===== src/rtl/noc_packet_tx.sv =====
// rtl/noc_packet_tx.sv - NoC packet transmitter: request + payload stream to header/payload flits
// Optional checksum tail flit enabled by defining NOC_PACKET_TX_CHECKSUM_EN.
module noc_packet_tx #(
  parameter  int FLIT_WIDTH  = 32,
  parameter  int MAX_LEN     = 16,
  parameter  int DEST_WIDTH  = 5,
  parameter  int CLASS_WIDTH = 3,
  localparam int LW          = $clog2(MAX_LEN + 1)
) (
  input  logic                   clk,
  input  logic                   rst,
  input  logic [DEST_WIDTH-1:0]  req_dest,
  input  logic [CLASS_WIDTH-1:0] req_class,
  input  logic [LW-1:0]          req_len,
  input  logic                   req_valid,
  output logic                   req_ready,
  input  logic [FLIT_WIDTH-1:0]  pl_data,
  input  logic                   pl_valid,
  output logic                   pl_ready,
  output logic [FLIT_WIDTH-1:0]  out_flit,
  output logic                   out_last,
  output logic                   out_valid,
  input  logic                   out_ready,
  output logic                   busy,
  output logic                   err_len
);

  typedef enum logic [1:0] {
    IDLE    = 2'd0,
    HEADER  = 2'd1,
    PAYLOAD = 2'd2
`ifdef NOC_PACKET_TX_CHECKSUM_EN
    ,TAIL   = 2'd3
`endif
  } state_t;

`ifdef NOC_PACKET_TX_CHECKSUM_EN
  localparam state_t END_ST   = TAIL;
  localparam bit     HAS_TAIL = 1'b1;
`else
  localparam state_t END_ST   = IDLE;
  localparam bit     HAS_TAIL = 1'b0;
`endif

  localparam logic [LW-1:0] MAX_LEN_L = LW'(MAX_LEN);
  localparam logic [LW-1:0] ONE_L     = LW'(1);

  state_t                 state_q, state_d;
  logic [DEST_WIDTH-1:0]  dest_q, dest_d;
  logic [CLASS_WIDTH-1:0] class_q, class_d;
  logic [LW-1:0]          len_q, len_d;
  logic [LW-1:0]          rem_q, rem_d;
  logic [FLIT_WIDTH-1:0]  flit_q, flit_d;
  logic                   last_q, last_d;
  logic                   valid_q, valid_d;
  logic                   err_q, err_d;
`ifdef NOC_PACKET_TX_CHECKSUM_EN
  logic [FLIT_WIDTH-1:0]  csum_q, csum_d;
`endif

  logic                  slot_free;
  logic                  ld_hdr;
  logic [FLIT_WIDTH-1:0] ld_flit;
  logic [LW-1:0]         ld_len;

  function automatic logic [FLIT_WIDTH-1:0] mk_hdr(
    input logic [DEST_WIDTH-1:0]  d,
    input logic [CLASS_WIDTH-1:0] c,
    input logic [LW-1:0]          l
  );
    logic [FLIT_WIDTH-1:0] h;
    h = '0;
    h[FLIT_WIDTH-1 -: DEST_WIDTH]               = d;
    h[FLIT_WIDTH-DEST_WIDTH-1 -: CLASS_WIDTH]   = c;
    h[LW-1:0]                                   = l;
    return h;
  endfunction

  assign slot_free = ~valid_q | out_ready;

  always_comb begin
    state_d   = state_q;
    dest_d    = dest_q;
    class_d   = class_q;
    len_d     = len_q;
    rem_d     = rem_q;
    flit_d    = flit_q;
    last_d    = last_q;
    valid_d   = valid_q & ~out_ready;
    err_d     = 1'b0;
    req_ready = 1'b0;
    pl_ready  = 1'b0;
    ld_hdr    = 1'b0;
    ld_flit   = '0;
    ld_len    = '0;
`ifdef NOC_PACKET_TX_CHECKSUM_EN
    csum_d    = csum_q;
`endif

    case (state_q)
      IDLE: begin
        req_ready = 1'b1;
        if (req_valid) begin
          if (req_len > MAX_LEN_L) begin
            err_d = 1'b1;
          end else begin
            dest_d  = req_dest;
            class_d = req_class;
            len_d   = req_len;
            rem_d   = req_len;
            // Loading the header straight from the request keeps back-to-back packets bubble-free.
            if (slot_free) begin
              ld_hdr  = 1'b1;
              ld_flit = mk_hdr(req_dest, req_class, req_len);
              ld_len  = req_len;
            end else begin
              state_d = HEADER;
            end
          end
        end
      end
      HEADER: begin
        if (slot_free) begin
          ld_hdr  = 1'b1;
          ld_flit = mk_hdr(dest_q, class_q, len_q);
          ld_len  = len_q;
        end
      end
      PAYLOAD: begin
        pl_ready = slot_free;
        if (pl_valid && slot_free) begin
          valid_d = 1'b1;
          flit_d  = pl_data;
          rem_d   = rem_q - ONE_L;
          last_d  = (rem_q == ONE_L) && !HAS_TAIL;
`ifdef NOC_PACKET_TX_CHECKSUM_EN
          csum_d  = csum_q ^ pl_data;
`endif
          if (rem_q == ONE_L) state_d = END_ST;
        end
      end
`ifdef NOC_PACKET_TX_CHECKSUM_EN
      TAIL: begin
        if (slot_free) begin
          valid_d = 1'b1;
          flit_d  = csum_q;
          last_d  = 1'b1;
          state_d = IDLE;
        end
      end
`endif
      default: state_d = IDLE;
    endcase

    if (ld_hdr) begin
      valid_d = 1'b1;
      flit_d  = ld_flit;
`ifdef NOC_PACKET_TX_CHECKSUM_EN
      csum_d  = ld_flit;
`endif
      if (ld_len == '0) begin
        last_d  = !HAS_TAIL;
        state_d = END_ST;
      end else begin
        last_d  = 1'b0;
        state_d = PAYLOAD;
      end
    end
  end

  always_ff @(posedge clk or negedge rst) begin
    if (!rst) begin
      state_q <= IDLE;
      dest_q  <= '0;
      class_q <= '0;
      len_q   <= '0;
      rem_q   <= '0;
      flit_q  <= '0;
      last_q  <= 1'b0;
      valid_q <= 1'b0;
      err_q   <= 1'b0;
`ifdef NOC_PACKET_TX_CHECKSUM_EN
      csum_q  <= '0;
`endif
    end else begin
      state_q <= state_d;
      dest_q  <= dest_d;
      class_q <= class_d;
      len_q   <= len_d;
      rem_q   <= rem_d;
      flit_q  <= flit_d;
      last_q  <= last_d;
      valid_q <= valid_d;
      err_q   <= err_d;
`ifdef NOC_PACKET_TX_CHECKSUM_EN
      csum_q  <= csum_d;
`endif
    end
  end

  assign out_flit  = flit_q;
  assign out_last  = last_q;
  assign out_valid = valid_q;
  assign err_len   = err_q;
  assign busy      = (state_q != IDLE) | valid_q;

endmodule

===== config.mk =====
export PLATFORM = sky130hd
export DESIGN_NAME = noc_packet_tx
export DESIGN_NICKNAME = d
export VERILOG_FILES = /design/src/rtl/noc_packet_tx.sv
export SDC_FILE = /design/constraint.sdc
export NUM_CORES = 1
export LEC_CHECK = 0
export BUFFER_PORTS_ARGS = -buffer_cell sky130_fd_sc_hd__buf_4
export CAP_MARGIN = 20
export CORE_ASPECT_RATIO = 1.5
export CORE_UTILIZATION = 49
export CTS_CLUSTER_SIZE = 20
export DETAILED_ROUTE_END_ITERATION = 10
export HOLD_SLACK_MARGIN = 0.15
export MAX_ROUTING_LAYER = met4
export PLACE_DENSITY = 0.78
export SLEW_MARGIN = 0
export SYNTH_ARGS = -nofsm -noshare
export SYNTH_HDL_FRONTEND = slang
export SYNTH_SLANG_ARGS = --single-unit

===== constraint.sdc =====
create_clock -name clk -period 2.25 [get_ports clk]
set_input_delay 0 -clock clk [delete_from_list [all_inputs] [get_ports clk]]
set_output_delay 0 -clock clk [all_outputs]
set_load 0.05 [all_outputs]

======== After elaboration in Yosys (flattened, before gate mapping) ========
Index checks and enable logic that the tools add are counted.
storage, ports and cells
  word-level logic and storage cells ...... 81
  bits in registers ....................... 55
  input bits .............................. 50
operators by class
  muxes and demuxes ....................... 41
  $add $sub $neg .......................... 1
  bitwise operators ....................... 6
  equality and inequality tests ........... 12
  reduce and logical (&&, ||, !) cells .... 11
  $lt $le $gt $ge ......................... 1
operator list
  cell                 number
  $mux 32              7
  $pmux 32 s2          1
  $mux 5               7
  $pmux 5 s2           2
  $mux 1               15
  $ne 3x3->1 const B   5
  $mux 2               7
  $ne 2x2->1 const B   4
  $reduce_bool 2->1    4
  $pmux 2 s3           1
  $reduce_and 6->1     1
  $eq 5x1->1 const B   1
  $gt 5x5->1 const B   1
  $logic_not 5->1      1
  $sub 5x1->5 const B  1
  $reduce_and 4->1     1
  $not 1->1            3
  $reduce_and 3->1     1
  $eq 2x1->1 const B   1
  $eq 2x2->1 const B   1
  $logic_not 2->1      1
  $or 1x1->1           2
  $pmux 1 s2           1
  $reduce_and 2->1     1
  other kinds (2)      2

======== Longest topological paths before layout ========
  depth after elaboration ................. 9
  depth in mapped cells ................... 7

======== Least setup slack after synthesis ========
No wires, ideal clock.
  path type ............................... register to output
  from .................................... register valid_q, in the netlist out_valid
  to ...................................... output pl_ready
  stages on the path, launching flop included .. 5
  path buffers ............................ 2
  path slack .............................. 0.442 ns
  required time ........................... 2.250 ns
  arrival ................................. 1.808 ns
  path through ............................ dfrtp_1 nor2b_1 clkbuf_1 clkbuf_1 nor2_1
on the way
  cells in the longest elaborated chain, start to end .. 3
RTL lines
  item                    RTL line  RTL
  start, declared         55        logic valid_q, valid_d;
  start signal, assigned  193       valid_q <= valid_d;
  $not 1->1               79        assign slot_free = ~valid_q | out_ready;
  $or 1x1->1              79
  $mux 1                  100       case (state_q)
  end, declared           19        output logic pl_ready,
No other way between the ends.

======== Worst setup path after layout ========
  from .................................... input req_len[0]
  to ...................................... register flit_q[30], in the netlist out_flit[30]
on the way
  cells in the longest elaborated chain, start to end .. 6
  elaborated cells between the ends (all ways) .. 11
  those cells by class .................... order compare (1); mux (7); reduce/logical (3)
RTL lines
  item                         RTL line  RTL
  start, declared              14        input logic [LW-1:0] req_len,
  $gt 5x5->1 *                 104       if (req_len > MAX_LEN_L) begin
  $mux 1                       104
  $mux 1                       103       if (req_valid) begin
  $pmux 1 s2                   100
  $reduce_bool 2->1 (no line)  --
  $reduce_and 2->1 (no line)   --
  end signal, assigned         191       flit_q <= flit_d;
  end, declared                53        logic [FLIT_WIDTH-1:0] flit_q, flit_d;
Mark *: on every way between the ends. The rest lies on a longest branch, timed or not.
A chain may end at the register's enable or synchronous reset.

==> flow_summary.json <==
{
  "drtAntennaViolNets": 0,
  "wl_per_cell_um": 14.74,
  "wl_um": 6882,
  "synthFlopType": "dfrtp_1",
  "cp.required_ns": 2.44,
  "regToRegSetupSlack_ns": 0.36,
  "p_total_w": 0.005263,
  "max_freq_ghz": 0.5257,
  "numCtsBuffers": 5,
  "antenna_found_initial": 0,
  "syn_area_per_cell_um2": 9.440,
  "gp_congestion": 0.8236,
  "first_global_vias": 2386,
  "cp_slowest_cell": "dlygate4sd3_1",
  "clock_skew_ns": 0.002408,
  "synth_top_area_frac": 0.5481,
  "ioPinCount": 88,
  "p_switching_w": 0.002565,
  "die_h_um": 89.68,
  "clock_sinks": 55,
  "path_max_fanout": 14,
  "synth_top_area_cell": "dfrtp_1",
  "clock_latency_ns": 0.31,
  "final-setup-viol-count": 0,
  "timing.hold.ws_ns": 0.2722,
  "n_fill_cell": 349,
  "p_leak_nw": 1.837,
  "async_flop_share": 1.000,
  "clockRootBuffer": "clkbuf_8",
  "die-width_um": 60.45,
  "syn_to_final_growth_pct": 52.07,
  "rows": 31,
  "critPathLaunchType": "input pin",
  "routed_via_density": 5.366,
  "synth_fp_nets": 318,
  "htreeDepth": 2,
  "end_kind": "flop",
  "finalCritPeriodShare": 0.8454,
  "first_pass_iters": 4,
  "clkPwrFrac": 0.106,
  "sequentialPowerShare": 0.335,
  "internal_power_w": 0.002698,
  "cpPeakStageDelay_ns": 0.54,
  "synth.most_common_cell": "nand2_1",
  "synthTopCellsByArea": "dfrtp_1 (55%), nand2_1 (11%), a21oi_1 (6.8%), a221o_1 (5.2%), nand3_1 (2.6%)",
  "p_per_area_nw_per_um2": 1378,
  "slew_headroom": 0.5351,
  "grt_max_degree": 56,
  "swShare": 0.4874,
  "worstPathCellList": "dlygate4sd3_1 -> buf_4 -> o41ai_4 -> a21oi_2 -> a21o_1 -> a221o_1",
  "synth_edf_count": 0,
  "finalHoldViolations": 0,
  "rsz0062_at_grt": "no",
  "clkTransAtPathRegs_ns": 0.09,
  "synth-seq-area-share": 0.5481,
  "seqCellArea_um2": 1376,
  "synth_common_cells": "nand2_1 (73), dfrtp_1 (55), a21oi_1 (34), a221o_1 (13), nand3_1 (13)",
  "vias": 2506,
  "n_antenna_cell": 0,
  "tightest_slew_ns": 0.6974,
  "post-place-ws_ns": 0.4142,
  "ir_drop_v": 0.0008453,
  "drt_iter0_drc": 154,
  "hpwl_um": 4206,
  "grt_pass1_wl_um": 10740,
  "drive_above_1_share": 0.2668,
  "path_class": "in -> reg",
  "cp.arrival_ns": 2.09,
  "critPathTopFamily": "compound AO/OA/AOI/OAI gates",
  "synth-seq-cells": 55,
  "combPwrFrac": 0.559,
  "design.core.area_um2": 4887,
  "yosys_warnings": 0,
  "postSynthCellCount": 266,
  "multi_input_area_um2": 1040,
  "drc_errors": 0,
  "initial_core_util": 0.5138,
  "max_cap_viol_count": 0,
  "reg2reg_depth": 4,
  "report.final.slew_viol_count": 0,
  "final_nets": 452,
  "hold_class": "in -> async",
  "r2r_end": "out_flit[30]$_DFFE_PN0P_",
  "grt_usage": 0.2729,
  "crit_buf_inv": 2,
  "layout_setup_ws_ns": 0.3478,
  "io_buffers": 87,
  "tns_ns": 0,
  "fin_crit_ns": 1.902,
  "synth_area_um2": 2511,
  "overflow": 0,
  "cts_tree": "yes",
  "die_area_um2": 5421,
  "clock_path_buffers": 2,
  "synthDistinctLibCells": 32,
  "run_status": "complete, no violations",
  "r2r_start": "state_q[1]$_DFFE_PN0P_"
}
worst max-delay path by stage:
| stage | startpoint | end | slack, ns | cells past startpoint |
|---|---|---|---|---|
| final | req_len[0] | out_flit[30]$_DFFE_PN0P_ | 0.35 | 6 |
| after global routing | req_len[0] | out_flit[30]$_DFFE_PN0P_ | 0.24 | 6 |
| after CTS | req_len[0] | out_flit[31]$_DFFE_PN0P_ | 0.38 | 6 |
| after detailed placement | state_q[1]$_DFFE_PN0P_ | out_flit[31]$_DFFE_PN0P_ | 0.41 | 4 |
| after global placement | state_q[1]$_DFFE_PN0P_ | out_flit[29]$_DFFE_PN0P_ | 0.48 | 4 |
| after floorplan | out_valid$_DFF_PN0_ | pl_ready | 0.44 | 4 |
routing by layer:
metal / GRT usage / up-vias / wire length (um)
met1: 0.3125 / 1206 / 2697
met5: - / - / 0
met4: 0.1033 / 0 / 133
li1: - / 1202 / -
met2: 0.4695 / 85 / 3730
met3: 0.04871 / 13 / 321
worst register-to-register path, cell delays in order, from the launching register on:
cell,delay [ns]
dfrtp_1,0.50
nor2b_1,0.37
nand2_1,0.15
a21o_1,0.38
a221o_1,0.37
flip-flops by register name, indices dropped and copies added, names as in the netlist:
signal / cells
dest_q: 5
out_valid: 1
out_flit: 32
out_last: 1
rem_q: 5
err_len: 1
state_q: 2
len_q: 5
class_q: 3
kinds of logic (layout without fill, tap and decap cells):
logic type	count (synthesis)	in the layout	share of synthesized area
AO/OA/AOI/OAI	71	71	0.1948
AND/OR/NAND/NOR	117	117	0.2093
flip-flops	55	55	0.5481
buffers and inverters	21	156	0.03787
adder cells (fa/ha/maj)	2	2	0.009964
timing repair:
item	4_1_cts	5_1_grt
hold endpoints to repair	109	0
endpoints found under the setup margin	0	0
hold buffers	50	0
resized for setup	0	0
buffers inserted	0	0
layout by cell type, fill, tap and decap left out, drive strengths merged:
| master | instances |
|---|---|
| a32oi | 1 |
| o21ai | 8 |
| a211oi | 2 |
| nor4b | 1 |
| clkbuf | 7 |
| nand2 | 73 |
| buf | 95 |
| and3 | 2 |
| ha | 2 |
| nand4b | 1 |
| a221o | 13 |
| nor3b | 2 |
| dlygate4sd3 | 50 |
| dfrtp | 55 |
| clkinv | 1 |
| or3 | 2 |
| nand3 | 13 |
| nand2b | 2 |
| nor2 | 11 |
| nor2b | 4 |
| a22oi | 5 |
| o41ai | 2 |
| a21o | 1 |
| a22o | 4 |
| nor3 | 3 |
| or4 | 1 |
| a21oi | 35 |
| inv | 3 |
| or4b | 1 |
| nand4 | 1 |
cell type report:
type                            count  area share
Timing Repair Buffer              145      0.3178
Multi-Input combinational cell    190      0.2723
Clock inverter                      1    0.002294
Inverter                            3    0.002949
Clock buffer                        7     0.02261
Sequential cell                    55      0.3604
Tap cell                           66     0.02163
per-stage QoR:
step | utilization | cell area, um^2 | std cells
2_1_floorplan | - | 2511 | 266
3_3_place_gp | 0.6595 | 3223 | 409
3_5_place_dp | 0.6595 | 3223 | 409
4_1_cts | 0.7814 | 3819 | 467
5_1_grt | 0.7814 | 3819 | 467
6_report | 0.7814 | 3819 | 467
power groups by stage:
stage	Combinational (W)	Clock, W	Sequential [W]
6_report	0.00294	0.000559	0.00176
5_1_grt	0.00314	0.000612	0.00182
4_1_cts	0.00293	0.000575	0.00175
3_5_place_dp	0.00285	0	0.00177
3_3_place_gp	0.00280	0	0.00175
2_1_floorplan	0.000986	0	0.00276
Note: power is estimated with default switching activity, not from simulation.
